## config.mk

```make
export PLATFORM = sky130hd
export DESIGN_NAME = nic_ring_stop
export DESIGN_NICKNAME = d
export VERILOG_FILES = /design/src/rtl/nic_ring_stop.sv
export SDC_FILE = /design/constraint.sdc
export NUM_CORES = 1
export LEC_CHECK = 0
export ABC_AREA = 1
export CAP_MARGIN = 10
export CORE_ASPECT_RATIO = 1.75
export CORE_MARGIN = 2
export CORE_UTILIZATION = 35
export CTS_BUF_LIST = sky130_fd_sc_hd__clkbuf_4 sky130_fd_sc_hd__clkbuf_8
export CTS_CLUSTER_DIAMETER = 60
export DETAILED_ROUTE_END_ITERATION = 6
export GPL_ROUTABILITY_DRIVEN = 0
export SLEW_MARGIN = 5
export SYNTH_ARGS = -nofsm -noshare
export SYNTH_HDL_FRONTEND = slang
export SYNTH_SLANG_ARGS = --single-unit
```

## constraint.sdc

```tcl
create_clock -name clk_i -period 14.6 [get_ports clk_i]
set_input_delay 2.92 -clock clk_i [delete_from_list [all_inputs] [get_ports clk_i]]
set_output_delay 2.92 -clock clk_i [all_outputs]
set_load 0.01 [all_outputs]
```

## src/rtl/nic_ring_stop.sv

```systemverilog
// nic_ring_stop: one stop on a unidirectional packet ring.
// Each cycle the incoming slot is either delivered locally, removed
// (completed broadcast or aged-out packet), or forwarded with its age
// incremented. A freed or empty slot is refilled from the local transmit
// queue. The ring output, receive holding register and drop pulse are all
// registered.
module nic_ring_stop #(
    parameter logic [5:0] ID        = 6'd1,
    parameter int         AWID      = 32,
    parameter int         DWID      = 32,
    parameter int         TXQ_DEPTH = 4,
    parameter logic [5:0] MAX_AGE   = 6'd32,
    parameter int         PW        = 28 + DWID/8 + AWID + DWID
) (
    input  logic                         clk_i,
    input  logic                         rst_ni,
    input  logic [PW-1:0]                rpkt_i,
    output logic [PW-1:0]                rpkt_o,
    input  logic                         tx_valid_i,
    output logic                         tx_ready_o,
    input  logic [PW-1:0]                tx_pkt_i,
    output logic                         rx_valid_o,
    input  logic                         rx_ready_i,
    output logic [PW-1:0]                rx_pkt_o,
    output logic [$clog2(TXQ_DEPTH):0]   txq_count_o,
    output logic                         dropped_o
);

    localparam int SELW    = DWID / 8;
    // Field positions, counted from the LSB (dat sits at bit 0).
    localparam int TYP_LSB = DWID + AWID + SELW + 3;   // above we and pad2
    localparam int AGE_LSB = TYP_LSB + 7;              // above typ and ack
    localparam int SID_LSB = AGE_LSB + 6;
    localparam int DID_LSB = SID_LSB + 6;

    localparam int PTRW = $clog2(TXQ_DEPTH);
    localparam int CW   = PTRW + 1;
    localparam logic [CW-1:0] DEPTH_C = CW'(TXQ_DEPTH);

    localparam logic [5:0] PT_NULL = 6'd0;
    localparam logic [5:0] BCAST   = 6'h3F;
    localparam logic [5:0] AGE_TOP = 6'h3F;

    // Age increment saturating at the top of the 6-bit field.
    function automatic logic [5:0] age_sat_inc(input logic [5:0] a);
        return (a == AGE_TOP) ? a : a + 6'd1;
    endfunction

    // Rewrite the sid and age fields of a packet, leaving everything else.
    function automatic logic [PW-1:0] set_sid_age(input logic [PW-1:0] p,
                                                  input logic [5:0]    sid,
                                                  input logic [5:0]    age);
        logic [PW-1:0] r;
        r = p;
        r[SID_LSB +: 6] = sid;
        r[AGE_LSB +: 6] = age;
        return r;
    endfunction

    logic [PW-1:0]   rpkt_q, rpkt_d;
    logic            rx_valid_q, rx_valid_d;
    logic [PW-1:0]   rx_pkt_q, rx_pkt_d;
    logic            dropped_q;
    logic [PTRW-1:0] rd_ptr_q, wr_ptr_q;
    logic [CW-1:0]   cnt_q, cnt_d;
    logic [PW-1:0]   txq_mem_q [TXQ_DEPTH];

    logic [5:0] in_did, in_sid, in_age, in_typ;
    logic       slot_occ, rx_free;
    logic       fwd, cap, drop;
    logic       push, pop;
    logic [PW-1:0] fwd_pkt, inj_pkt;

    assign in_did   = rpkt_i[DID_LSB +: 6];
    assign in_sid   = rpkt_i[SID_LSB +: 6];
    assign in_age   = rpkt_i[AGE_LSB +: 6];
    assign in_typ   = rpkt_i[TYP_LSB +: 6];
    assign slot_occ = (in_typ != PT_NULL);
    assign rx_free  = !rx_valid_q || rx_ready_i;

    assign fwd_pkt  = set_sid_age(rpkt_i, in_sid, age_sat_inc(in_age));
    assign inj_pkt  = set_sid_age(txq_mem_q[rd_ptr_q], ID, 6'd0);

    assign tx_ready_o = (cnt_q != DEPTH_C);
    assign push       = tx_valid_i && tx_ready_o;
    // The slot can take a local packet whenever nothing is being forwarded.
    assign pop        = !fwd && (cnt_q != '0);

    // Slot decision for the incoming packet, in priority order.
    always_comb begin
        fwd  = 1'b0;
        cap  = 1'b0;
        drop = 1'b0;
        if (slot_occ) begin
            if (in_did == ID) begin
                if (rx_free) cap = 1'b1;
                else         fwd = 1'b1;
            end else if (in_did == BCAST) begin
                // A broadcast back at its source has visited every stop.
                if (in_sid != ID) begin
                    cap = rx_free;
                    fwd = 1'b1;
                end
            end else if ((in_sid == ID) && (in_age >= MAX_AGE)) begin
                drop = 1'b1;
            end else begin
                fwd = 1'b1;
            end
        end
    end

    // Next ring output: injection wins the free slot, else forward, else null.
    always_comb begin
        rpkt_d = '0;
        if (pop)      rpkt_d = inj_pkt;
        else if (fwd) rpkt_d = fwd_pkt;
    end

    // Receive holding register next state; capture and take may coincide.
    always_comb begin
        rx_valid_d = rx_valid_q;
        rx_pkt_d   = rx_pkt_q;
        if (cap) begin
            rx_valid_d = 1'b1;
            rx_pkt_d   = rpkt_i;
        end else if (rx_ready_i) begin
            rx_valid_d = 1'b0;
        end
    end

    // Queue occupancy next state.
    always_comb begin
        cnt_d = cnt_q;
        case ({push, pop})
            2'b10:   cnt_d = cnt_q + CW'(1);
            2'b01:   cnt_d = cnt_q - CW'(1);
            default: cnt_d = cnt_q;
        endcase
    end

    // Queue storage; contents are don't-care while the count says empty.
    always_ff @(posedge clk_i) begin
        if (push) txq_mem_q[wr_ptr_q] <= tx_pkt_i;
    end

    // Control and output registers.
    always_ff @(posedge clk_i or negedge rst_ni) begin
        if (!rst_ni) begin
            rpkt_q     <= '0;
            rx_valid_q <= 1'b0;
            rx_pkt_q   <= '0;
            dropped_q  <= 1'b0;
            rd_ptr_q   <= '0;
            wr_ptr_q   <= '0;
            cnt_q      <= '0;
        end else begin
            rpkt_q     <= rpkt_d;
            rx_valid_q <= rx_valid_d;
            rx_pkt_q   <= rx_pkt_d;
            dropped_q  <= drop;
            cnt_q      <= cnt_d;
            if (push) wr_ptr_q <= wr_ptr_q + PTRW'(1);
            if (pop)  rd_ptr_q <= rd_ptr_q + PTRW'(1);
        end
    end

    assign rpkt_o      = rpkt_q;
    assign rx_valid_o  = rx_valid_q;
    assign rx_pkt_o    = rx_pkt_q;
    assign txq_count_o = cnt_q;
    assign dropped_o   = dropped_q;

endmodule

```

After elaboration in Yosys (flattened, before gate mapping)
Memories as Yosys holds them, arrays and structs flattened.
Cells that the tools add are included.
W data, S select, Z words.
- $add $sub $neg: 5
- $lt $le $gt $ge: 1
- equal/unequal tests: 8
- multiplexer cells: 23
- reductions and logical operators: 10
- operators with widths (operator ; count):
    $mux W96 ; 2
    $mux W1 ; 19
    $eq A6 B1 Y1 const B ; 2
    $eq A6 B6 Y1 const B ; 2
    $add A6 B1 Y6 const B ; 1
    $ge A6 B6 Y1 const B ; 1
    $mux W6 ; 1
    $ne A6 B1 Y1 const B ; 1
    $pmux W3 S2 ; 1
    $reduce_bool A6 Y1 ; 1
    $add A2 B1 Y2 const B ; 2
    $reduce_bool A2 Y1 ; 2
    $add A3 B1 Y3 const B ; 1
    $logic_and A1 B1 Y1 ; 3
    $ne A3 B3 Y1 const B ; 1
    $reduce_bool A3 Y1 ; 1
    $sub A3 B1 Y3 const B ; 1
    $eq A2 B1 Y1 const B ; 1
    $eq A2 B2 Y1 const B ; 1
    $logic_not A1 Y1 ; 2
    $logic_or A1 B1 Y1 ; 1
- bits in registers: 201
- memory bits (writable): 384
- bits of input ports: 196
- output and inout port bits: 198
- logic and storage cells: 55
- memories: 1
- memories (name ; depth ; width ; rd ports ; clocked after memory_dff ; wr ports ; line ; text):
    txq_mem_q ; 4 ; 96 ; 1 ; 0 ; 1 ; 66 ; logic [PW-1:0] txq_mem_q [TXQ_DEPTH];

Depth between registers and ports, before layout
- depth after elaboration: 10
- mapped depth: 15
- gate-level depth less buffers: 14

Worst setup path after synthesis
OpenSTA, ideal clock, no wires.
- kind: input to register
- from: input port tx_valid_i
- to: memory txq_mem_q[0][0] (netlist bit), enable pin
- library setup time: 0.527 ns
- data arrival time: 6.605 ns
- required time: 14.073 ns
- setup slack: 7.468 ns
- stages: 2
- buffers on the path: 0
- cell sequence: nand2_1 nor2_1
- cells in the longest elaborated chain, start to end: 3
- RTL lines (item ; line ; text):
    start: declaration ; 19 ; input logic tx_valid_i,
    $logic_and A1 B1 Y1 ; 85 ; assign push = tx_valid_i && tx_ready_o;
    $mux W1 ; 143 ; if (push) txq_mem_q[wr_ptr_q] <= tx_pkt_i;
    $mux W1 (not written as such) ; 143 ;
    end: declaration ; 66 ;
No other way between the ends.

Worst setup path in the final report
- from: input port rpkt_i[95]
- to: register cnt_q[2] (netlist: txq_count_o[2])
- cells in the longest elaborated chain, start to end: 8
- elaborated cells between the ends (all ways): 11
- classes of those cells: eq/ne: 4; mux: 4; reduce/logical: 3
- RTL lines (item ; line ; text):
    start: declaration ; 17 ; input logic [PW-1:0] rpkt_i,
    $eq A6 B6 Y1 ; 98 ; end else if (in_did == BCAST) begin
    $mux W1 ; 98 ;
    $mux W1 * ; 95 ; if (in_did == ID) begin
    $mux W1 * ; 94 ; if (slot_occ) begin
    $logic_not A1 Y1 * ; 87 ; assign pop = !fwd && (cnt_q != '0);
    $logic_and A1 B1 Y1 * ; 87 ;
    $eq A2 B1 Y1 or $eq A2 B2 Y1 (tied branches) ; 134 ; case ({push, pop})
    $pmux W3 S2 or $reduce_bool A2 Y1 (tied branches) ; - ;
    end signal: assignment ; 161 ; cnt_q <= cnt_d;
    end: declaration ; 65 ; logic [CW-1:0] cnt_q, cnt_d;
Mark *: on every way between the ends. The rest lies on a longest branch, timed or not.
A chain may end at the register's enable or synchronous reset.

==> qor.csv <==
metric,value,unit
grt_pass1_vias,14500,
boundaryPins,394,
routed_via_density,4.85,
hold_class,reg2reg,
final_layout_size_suffix_gt1_share,7.75,%
final_max_slew_viol_count,0,
dr.first_iter.drc_count,710,
post_cts.repair.setup_buffers,0,
clockBufferDepth,3,
cts.hold.buffers_added,0,
syn_area_per_cell,12.0,µm²
number_of_buffers_created_by_cts,80,
ant_nets,0,
postSynthNetCount,1916,
cts.repair.resized,0,
fin_cells,2934,
crit_path_start,rpkt_i[95],
synth_sequential_area_ratio,73.8,%
hold_path_startpoint,rx_pkt_o[90],
global_route.usage.total,19.0,%
report.final.setup_viol,0,
start_util,35.3,%
finalPower,4.49,mW
clk-insertion-delay-late,660,ps
n_fill_cell,5372,
timing.final.crit_share,38.5,%
worst_pin_slew,1070,ps
leakage,10.5,nW
fin_nets,2292,
vdd.ir_drop.worst,0.0791,mV
setup_total_negative_slack,0,ps
worst_clock_skew,23.5,ps
critPathRequiredTime,15140,ps
synth-seq-cells,537,
h_tree_levels,3,
routed_wl,58.0,mm
ys_types,25,
final-hold-violation-count,0,
sequential_cell_area,15100,µm²
grt_start_max_net_pins,97,
cellPowerDensity,168,nW/µm²
worst_setup_path_end_kind,flip-flop,
worst-endpoint-arrival,6160,ps
dr_total_vias,14200,
dp_hpwl,35.9,mm
postSynthCellCount,1712,
area_of_combinational_cells_with_multiple_inputs,4440,µm²
slew_headroom,28.9,%
drt_first_pass_iters,5,
clkSinkCount,537,
mappedNetlistArea,20500,µm²
cp-start-kind,input port,
flow.area_growth_from_synthesis,30.2,%
clock_root_buffer,clkbuf_8,
place.detailed.instances,2779,
worst-setup-path-type,in2reg,
finalWorstPathRequiredPeriod,5620,ps
wl_per_cell,19.8,µm
grt_overflow,0,
core-area,58100,µm²
tritoncts,done,
timing.fmax,0.178,GHz
grt_antenna_before_repair,11,
outcome,finished clean,
portBuffers,381,
rsz0062_at_grt,false,
floorplan.die.height,324,µm
clk_pin_slew_worst_paths,60,ps
worstPathMaxFanout,53,
synth.yosys.warnings,0,
core.rowCount,117,
die_area,60600,µm²
maxCapViolations,0,
grt_pass1_wl,86.3,mm
die_x,187,µm
critical_path.reg2reg.startpoint,txq_count_o[0],
drt_drc_violations_left,0,
stage by stage:
stage	utilization [%]	hold WS, ps	setup slack [ps]	instance area [µm²]
floorplan	-	500	7470	20500
global placement	42.9	447	8230	24900
detailed placement	42.9	459	8190	24900
CTS	45.9	475	8940	26700
global route	45.9	504	8680	26700
finish	45.9	471	8980	26700
cell families (layout without fill, tap and decap cells):
logic type	Yosys count	after routing	synth area share, %
simple gates	591	591	11.5
buf+inv	216	659	4.82
compound gates	353	353	9.13
other cells	0	6	0
fa+ha+maj	8	8	0.525
xor+xnor	7	7	0.299
flops	537	537	73.8
cell type report:
class	count	share of cell area [%]
Tap cell	773	3.62
Multi-Input combinational cell	959	16.6
Inverter	113	1.62
Timing Repair Buffer	397	14.8
Antenna cell	6	0.0563
Sequential cell	537	56.7
Clock buffer	110	5.23
Clock inverter	39	1.38
Yosys cell counts:
master    number  share of area (%)
a21oi_1        7               0.17
buf_2         22               0.54
buf_4         18               0.66
buf_6         11               0.60
clkbuf_1      52               0.95
dfrtp_1      201                 25
edfxtp_1     336                 49
fa_1           1              0.098
ha_1           7               0.43
inv_1        111                2.0
inv_2          2              0.037
nand2_1      294                5.4
nand2_2        1              0.031
nand3_1       90                2.2
nand3_2        1              0.049
nand4_1        1              0.031
nor2_1       201                3.7
nor4_1         1              0.031
o21ai_0      221                5.4
o21ai_1       41                1.0
o22ai_1       84                2.6
or2_1          1              0.031
or2_2          1              0.031
xnor2_1        2              0.085
xor2_1         5               0.21
metal layers:
| metal | global-route usage, % | part of all wire [%] | routed length, µm |
|---|---|---|---|
| met4 | 9.19 | 3.4 | 1960 |
| met2 | 34.2 | 52 | 30300 |
| met3 | 4.99 | 6.7 | 3860 |
| met1 | 20.6 | 38 | 21800 |
| met5 | 0 | 0.14 | 81 |
sequential cells by signal, summed over array words and instances, names as in the netlist:
register     count
txq_mem_q      336
wr_ptr_q         2
rd_ptr_q         2
txq_count_o      3
dropped_o        1
rx_valid_o       1
rx_pkt_o        96
rpkt_o          96
worst max-delay path: stages:
cell	delay, ps
clkdlybuf4s50_1	710
nand2_1	90
nor2_1	250
nand2_1	120
nand2_1	70
nand2_1	80
nand2_4	540
nand2_1	270
inv_1	110
ha_1	140
inv_1	70
fa_1	380
a21oi_1	140
o21ai_0	100
xor2_1	160
final timing paths:
kind	to	slack [ps]	cells past startpoint
max	txq_count_o[2]	8980	15
min	rx_pkt_o[90]	470	2
max reg2reg	txq_mem_q[3][33]	11370	5
min reg2reg	rx_pkt_o[90]	470	2
max in group asynchronous	rpkt_o[34]	10330	3
min in group asynchronous	rpkt_o[3]	2270	1
where the power goes:
group | total [mW] | internal, mW | switching [mW]
logic | 1.10 | 0.409 | 0.691
registers | 2.06 | 1.92 | 0.139
clock network | 1.33 | 0.747 | 0.587
placed cells by master (no fill, tap or decap), types with 2 or more instances in the layout:
cell type and count:
clkbuf_4 19, nand2_4 2, nor2_1 197, nand2_1 293, clkbuf_8 91, bufinv_16 7, nor2_4 4, edfxtp_1 336
nand3_1 90, o22ai_1 84, diode_2 6, o21ai_0 221, dfrtp_4 2, o21ai_1 41, a21oi_1 7, ha_1 7
clkinv_2 16, dfrtp_1 199, xnor2_1 2, clkinv_1 12, buf_4 16, inv_1 110, clkdlybuf4s50_1 380, xor2_1 5
clkinvlp_4 4
No activity file was read; power rests on OpenSTA's default activity.
